`src/rtl/exe_stage.sv`:
```
// Execute stage: single-cycle ALU, branch resolution and a
// multi-cycle unsigned MUL/DIVU unit that stalls the front end.
module exe_stage (
    input  logic        clk,
    input  logic        rst,
    input  logic [31:0] Val1,
    input  logic [31:0] Val2,
    input  logic [31:0] Reg2,
    input  logic [31:0] PC_in,
    input  logic [3:0]  EXE_CMD,
    input  logic [1:0]  br_type,
    input  logic        MEM_R_EN,
    input  logic        MEM_W_EN,
    input  logic        WB_EN,
    input  logic [4:0]  Dest,
    output logic [31:0] ALU_result,
    output logic [31:0] Reg2_out,
    output logic [4:0]  Dest_out,
    output logic        MEM_R_EN_out,
    output logic        MEM_W_EN_out,
    output logic        WB_EN_out,
    output logic        Br_taken,
    output logic [31:0] Br_addr,
    output logic        Stall
);

    localparam logic [3:0] CMD_ADD  = 4'b0000;
    localparam logic [3:0] CMD_SUB  = 4'b0010;
    localparam logic [3:0] CMD_AND  = 4'b0100;
    localparam logic [3:0] CMD_OR   = 4'b0101;
    localparam logic [3:0] CMD_NOR  = 4'b0110;
    localparam logic [3:0] CMD_XOR  = 4'b0111;
    localparam logic [3:0] CMD_SLL  = 4'b1000;
    localparam logic [3:0] CMD_SRA  = 4'b1001;
    localparam logic [3:0] CMD_SRL  = 4'b1010;
    localparam logic [3:0] CMD_MUL  = 4'b1100;
    localparam logic [3:0] CMD_DIVU = 4'b1101;

    localparam logic [1:0] BR_NONE = 2'b00;
    localparam logic [1:0] BR_BEZ  = 2'b01;
    localparam logic [1:0] BR_BNE  = 2'b10;
    localparam logic [1:0] BR_JMP  = 2'b11;

    typedef enum logic [1:0] {
        IDLE = 2'b00,
        BUSY = 2'b01,
        DONE = 2'b10
    } state_t;

    state_t      state_q, state_d;
    logic [4:0]  cnt_q, cnt_d;
    logic [31:0] a_q, a_d;
    logic [31:0] b_q, b_d;
    logic [63:0] acc_q, acc_d;
    logic [31:0] res_q, res_d;
    logic        div_q, div_d;

    logic        is_mc;
    logic        stall_int;
    logic [31:0] alu_comb;
    logic        br_cond;
    logic [63:0] mul_step;
    logic [32:0] div_t;
    logic [32:0] div_sub;
    logic [63:0] div_step;

    assign is_mc = (EXE_CMD == CMD_MUL) || (EXE_CMD == CMD_DIVU);

    always_comb begin
        alu_comb = 32'd0;
        case (EXE_CMD)
            CMD_ADD: alu_comb = Val1 + Val2;
            CMD_SUB: alu_comb = Val1 - Val2;
            CMD_AND: alu_comb = Val1 & Val2;
            CMD_OR:  alu_comb = Val1 | Val2;
            CMD_NOR: alu_comb = ~(Val1 | Val2);
            CMD_XOR: alu_comb = Val1 ^ Val2;
            CMD_SLL: alu_comb = Val1 << Val2[4:0];
            CMD_SRA: alu_comb = $signed(Val1) >>> Val2[4:0];
            CMD_SRL: alu_comb = Val1 >> Val2[4:0];
            default: alu_comb = 32'd0;
        endcase
    end

    always_comb begin
        br_cond = 1'b0;
        case (br_type)
            BR_NONE: br_cond = 1'b0;
            BR_BEZ:  br_cond = (Val1 == 32'd0);
            BR_BNE:  br_cond = (Val1 != Reg2);
            BR_JMP:  br_cond = 1'b1;
            default: br_cond = 1'b0;
        endcase
    end

    // Shift-add: add the multiplicand shifted by the current bit index.
    assign mul_step = b_q[cnt_q] ? acc_q + ({32'd0, a_q} << cnt_q)
                                 : acc_q;

    // Restoring division: acc holds {remainder, quotient so far}.
    assign div_t    = {acc_q[63:32], a_q[5'd31 - cnt_q]};
    assign div_sub  = div_t - {1'b0, b_q};
    assign div_step = (div_t >= {1'b0, b_q})
                    ? {div_sub[31:0], acc_q[30:0], 1'b1}
                    : {div_t[31:0], acc_q[30:0], 1'b0};

    always_comb begin
        state_d   = state_q;
        cnt_d     = cnt_q;
        a_d       = a_q;
        b_d       = b_q;
        acc_d     = acc_q;
        res_d     = res_q;
        div_d     = div_q;
        stall_int = 1'b0;
        case (state_q)
            IDLE: begin
                if (is_mc) begin
                    a_d       = Val1;
                    b_d       = Val2;
                    acc_d     = 64'd0;
                    cnt_d     = 5'd0;
                    div_d     = (EXE_CMD == CMD_DIVU);
                    state_d   = BUSY;
                    stall_int = 1'b1;
                end
            end
            BUSY: begin
                stall_int = 1'b1;
                acc_d     = div_q ? div_step : mul_step;
                cnt_d     = cnt_q + 5'd1;
                if (cnt_q == 5'd31) begin
                    res_d   = acc_d[31:0];
                    state_d = DONE;
                end
            end
            DONE: begin
                state_d = IDLE;
            end
            default: state_d = IDLE;
        endcase
    end

    always_ff @(posedge clk or posedge rst) begin
        if (rst) begin
            state_q <= IDLE;
            cnt_q   <= 5'd0;
            a_q     <= 32'd0;
            b_q     <= 32'd0;
            acc_q   <= 64'd0;
            res_q   <= 32'd0;
            div_q   <= 1'b0;
        end else begin
            state_q <= state_d;
            cnt_q   <= cnt_d;
            a_q     <= a_d;
            b_q     <= b_d;
            acc_q   <= acc_d;
            res_q   <= res_d;
            div_q   <= div_d;
        end
    end

    assign Stall        = stall_int & ~rst;
    assign ALU_result   = (state_q == DONE) ? res_q : alu_comb;
    assign Br_addr      = PC_in + {Val2[29:0], 2'b00};
    assign Br_taken     = br_cond & ~stall_int & ~rst;
    assign MEM_R_EN_out = MEM_R_EN & ~stall_int & ~rst;
    assign MEM_W_EN_out = MEM_W_EN & ~stall_int & ~rst;
    assign WB_EN_out    = WB_EN & ~stall_int & ~rst;
    assign Reg2_out     = Reg2;
    assign Dest_out     = Dest;

endmodule

```
`config.mk`:
```
export PLATFORM = sky130hd
export DESIGN_NAME = exe_stage
export DESIGN_NICKNAME = d
export VERILOG_FILES = /design/src/rtl/exe_stage.sv
export SDC_FILE = /design/constraint.sdc
export NUM_CORES = 1
export LEC_CHECK = 0
export ABC_CLOCK_PERIOD_IN_PS = 6600
export CORE_MARGIN = 8
export CORE_UTILIZATION = 30
export DETAILED_ROUTE_END_ITERATION = 8
export SYNTH_ARGS = -nofsm -noshare
export SYNTH_HDL_FRONTEND = slang
export SYNTH_SLANG_ARGS = --single-unit
```
`constraint.sdc`:
```
create_clock -name clk -period 6.6 [get_ports clk]
set_input_delay 0.66 -clock clk [delete_from_list [all_inputs] [get_ports clk]]
set_output_delay 0.66 -clock clk [all_outputs]
set_load 0.01 [all_outputs]
```
Yosys cells after proc, flatten, opt, wreduce, memory -nomap -nowiden --
Index checks and enable logic that the tools add are counted.
Storage, ports and cells: register bits 168, bits in latches 0, memory bits (writable) 0, ROM bits 0, output and inout port bits 106, logic and storage cells 87, memories 0
Operators by class: add/sub/neg operators 7, multiply operators 0, divide/modulo/power cells 0, order comparisons 3, equality and inequality tests 20, shifts and indexed selects 4, muxes and demuxes 19, bitwise logic cells 15, reductions and logical operators 11
Operator list (number):
- one-hot mux 32 bit (9 select lines) | 1
- 2-to-1 mux 64 bit | 4
- one-hot mux 64 bit (2 select lines) | 1
- adder 32 bit | 2
- adder 64 bit | 1
- left shift 32 x 5 -> 64 bit | 1
- subtractor 32 bit | 2
- greater-or-equal comparator 33 x 32 -> 1 bit | 1
- bitwise AND 32 bit | 1
- logical NOT 32 bit | 1
- 2-to-1 mux 32 bit | 1
- != test 32 bit | 1
- NOT 32 bit | 1
- bitwise OR 32 bit | 1
- left shift 32 x 5 -> 32 bit | 1
- >> shifter 32 x 5 -> 32 bit | 1
- >>> shifter 32 x 5 -> 32 bit | 1
- bitwise XOR 32 bit | 1
- equality test 4 bit (second input constant) | 5
- equality test 4 x 3 -> 1 bit (second input constant) | 4
- less-than comparator 5 x 6 -> 1 bit (second input constant) | 2
- binary-select mux 1 bit (select 5 bit) | 2
- one-hot mux 5 bit (2 select lines) | 1
- bitwise AND 1 bit | 9
- 21 further kinds | 33

Logic depth before layout (Yosys ltp) --
word-level depth 7, gate-level depth with buffers 23, depth with buffers taken out 20

Least setup slack after synthesis --
Ideal clock, no wire load.
path kind input to output, from input port Val2[1], to output port ALU_result[27], arrival 4772 ps, data required time 5940 ps, setup slack 1168 ps, cell stages on the path 22, path buffers 3, cell sequence clkbuf_1 -> clkbuf_1 -> clkbuf_1 -> inv_1 -> ha_1 -> nand2_1 -> nor2_1 -> nand2_1 -> nor2_1 -> a21oi_1 -> xnor2_1 -> ha_1 -> a21o_1 -> a21o_1 -> a21o_1 -> o21a_1 -> nor2_1 -> a21oi_1 -> or3b_2 -> a311oi_1 -> xor2_1 -> o221ai_1
Between the ends: cells in the longest elaborated chain, start to end 3
Ends and longest elaborated chain:
- from (decl) | line 7 | input logic [31:0] Val2,
- subtractor 32 bit, or another cell as far along | line 73 | CMD_SUB: alu_comb = Val1 - Val2;
- one-hot mux 32 bit (9 select lines) (*) | line 71 | case (EXE_CMD)
- 2-to-1 mux 32 bit (*) | line 165 | assign ALU_result = (state_q == DONE) ? res_q : alu_comb;
- to (decl) | line 16 | output logic [31:0] ALU_result,
Every way passes the cells marked *; elsewhere a longest branch is shown, timed or not.

Final worst setup path --
from input port Val2[7], to output port ALU_result[27]
Between the ends: cells in the longest elaborated chain, start to end 3
Ends and longest elaborated chain (line):
- subtractor 32 bit / adder 32 bit (equally long branches) | 73, 72
- one-hot mux 32 bit (9 select lines) (*) | 71
- 2-to-1 mux 32 bit (*) | 165
Marked as above.

==> run metrics <==
hold_sp=res_q[9]; Std-Cell Rows=106; CTS Buffer Depth=2; slowest stage cell, crit path=clkdlybuf4s50_1; Final Net Count=3795; internal reg-to-reg setup slack=0.97 ns; largest family of logic cells by synthesized area=compound AO/OA/AOI/OAI gates; final setup vio count=0; CORE AREA=approximately 84000 sq um; Yosys top cell area share=16.6%; vias per cell=5.81; # clock sinks=168; total gr overflow=0; post-synthesis mux area share=approximately 14%; Hold Path End=res_q[9]; VDD IR max=approximately 0.34 mV; setup TNS=0 ns; max-slew violations=0; Slew headroom=between 30% and 40%; # IOs=250; fin crit share=between 90 and 100%; FMAX=163 MHz; Synth Area in Compound Gates=a little over a quarter; Post-synth ARST share=100%; PortBufs=235; TritonCTS clock tree=yes; syn nets=3701; EDFF count, synth=0; Reg-to-Reg End=acc_q[62]; Hold WC Path Type=register to register; post-CTS setup buffer count=0; clk slew on worst S/H paths=~0.08 ns; Worst-Margin Slew=1.05 ns; DP HPWL=89.0 mm; mean post-synth cell area=roughly 7.6 sq um; first-pass iteration count of the detailed router=6; crit-path cells=clkdlybuf4s50_1 -> inv_1 -> nand4_1 -> nor2_1 -> nand2_1 -> nor2_1 -> a21oi_1 -> xnor2_1 -> ha_1 -> a21o_1 -> a21o_1 -> a21o_1 -> o21a_1 -> nor2_1 -> a21oi_1 -> or3b_2 -> a311oi_1 -> xor2_1 -> o221ai_1 -> clkdlybuf4s50_1; layout cells sized above 1=8.50%; hold buffers post-CTS=0; Hold Vio Cnt, Final=0; Die Footprint=approximately 94000 sq um; H-tree Lvls=4; Mapped Cells=3330; Synth top cells by count=356 x nand2_1, 345 x o21ai_0, 297 x nor2_1; RSZ-0062 raised after global routing=no; Synth Register Bits=roughly 170; Post-Synth Simple-Gate Area=between 10% and 20%; Worst R2R Path Depth=18; CP arrival=roughly 5.5 ns; Synth Warn #=0; CP Capture Type=primary output; Crit Path Class=input port to primary output; # DRC=0; Layout Skew=~0.019 ns; initial drt markers=approximately 2700; post-synth top area cell=dfrtp_1; Routability Congestion=1.00; Cell Area, Synth=25400 sq um; root buffer cell=clkbuf_16; CTS Buf Count=17; required time of the worst setup path=a little under 6 ns; antenna-violating nets left=0; max incr delay on CP=0.64 ns; GR Util All Layers=22.7%; Layout Utilization=a little over a third; Post-Synth XOR/XNOR Area=6.32%; Leak=between 10 and 15 nW; Adder-Cell Fraction of Synth Area=11.3%; area grow syn2layout=15.3%; Synth cell types=between 80 and 90; register area share after synthesis=roughly 17%; worst hold path depth=2; post-DR wirelength/cell=about 24 um; outcome=finished, final reports clean; first-pass GRT wire length=164 mm; vias in the first global route=approximately 25000; post-cts sizing count=0; Skew-Pair Late Insertion Delay=about 0.50 ns; worst r2r src=cnt_q[0]; ys flop type=dfrtp_1; die height=between 300 and 400 um; # Max-Cap Violations=0; critical-path maximum fanout=5; Total Wirelength=about 110 mm; die width=~310 um; count leader, synth=nand2_1; largest net degree at the start of global routing=86; initial antenna violation count=4; top cells by area, synth=dfrtp_1 17%, ha_1 11%, o21ai_0 6.8%; Startpoint Class=input port; via count of the routed design=between 20000 and 30000; min Tclk post-route=about 6.1 ns; Initial Utilization=slightly above 30%; PwrDens=~500 nW/um^2
## worst max-delay path: cells and delay by family
kind / cells / cell delay [ns]
compound gates: 8 / 1.59
simple gates: 6 / 1.32
buf+inv: 3 / 1.28
fa+ha+maj: 1 / 0.36
xor+xnor: 2 / 0.25
## power breakdown
part	leakage [nW]	switching, mW	internal [mW]
registers	2.13	0.713	1.52
clock network	0.295	0.553	0.517
logic	10.2	6.68	4.40
## logic make-up after synthesis
logic type,count (synthesis)
DFF,168
buffers and inverters,415
xor gates and xnor gates,183
and+or+nand+nor,975
muxes,267
AOI/OAI and AO/OA,1095
adders and majority gates,227
## flip-flops by register name, indices dropped and copies added (netlist names)
signal,flops
a_q,32
res_q,32
acc_q,64
cnt_q,5
div_q,1
state_q,2
b_q,32
## worst max-delay path by stage
stage | end | depth (start not counted) | slack [ns] | startpoint
floorplan | ALU_result[27] | 22 | 1.17 | Val2[1]
global placement | ALU_result[27] | 20 | 0.53 | Val2[7]
detailed placement | ALU_result[27] | 20 | 0.51 | Val2[7]
CTS | ALU_result[27] | 20 | 0.50 | Val2[7]
global route | ALU_result[27] | 20 | 0.17 | Val2[7]
finish | ALU_result[27] | 20 | 0.48 | Val2[7]
## routing by layer
metal	global-route usage [%]	up-vias	part of all wire [%]
met1	31.2	12758	44
met3	4.85	189	9.1
met4	7.04	4	3.4
li1	-	12361	-
met2	35.2	1247	44
met5	0	-	0.023
## layout by cell type, fill, tap and decap left out, types with 10 or more instances in the layout
master	Yosys	layout
nand2_1	356	355
o21ai_0	345	345
nor2_1	297	297
a21oi_1	241	241
clkdlybuf4s50_1	0	228
ha_1	223	223
dfrtp_1	168	165
inv_1	161	159
mux2i_1	141	141
xnor2_1	118	118
buf_4	44	93
a21o_1	84	84
mux4_2	65	65
xor2_1	65	65
mux2_2	59	59
nor3_1	57	56
nand3_1	55	55
a211oi_1	48	48
nand2b_1	39	39
nand4_1	38	38
o22ai_1	38	38
o211ai_1	32	32
o21a_1	32	32
a31oi_1	30	30
a22oi_1	29	29
o21bai_1	28	28
or3_1	25	25
and3_1	23	23
a22o_1	22	22
nor4_1	20	20
nor2b_1	20	19
a221o_1	17	17
o31ai_1	17	17
clkbuf_16	0	17
and2_1	16	16
a221oi_1	14	14
o221ai_1	14	14
o21ai_1	12	12
a211o_1	10	10
## per-stage QoR
stage | power (mW) | setup WS (ns) | hold slack (ns) | std cells | instance area (sq um)
3_3_place_gp | 13.0 | 0.525 | 0.476 | 4539 | 28600
3_5_place_dp | 13.1 | 0.509 | 0.480 | 4539 | 28600
5_1_grt | 15.5 | 0.172 | 0.533 | 4571 | 29200
6_report | 14.4 | 0.481 | 0.496 | 4573 | 29200
2_1_floorplan | 10.1 | 1.17 | 0.450 | 3330 | 25400
4_1_cts | 14.2 | 0.498 | 0.501 | 4571 | 29200
## cell type report
class,instances,area (sq um)
clock buffer,17,425
timing repair buffer,326,3010
sequential,168,4210
fill,8887,54500
tap,1134,1420
inverter,164,621
clock inverter,15,190
multi-input combinational,2747,19400
antenna,2,5.00
(Power assumes the default switching activity.)
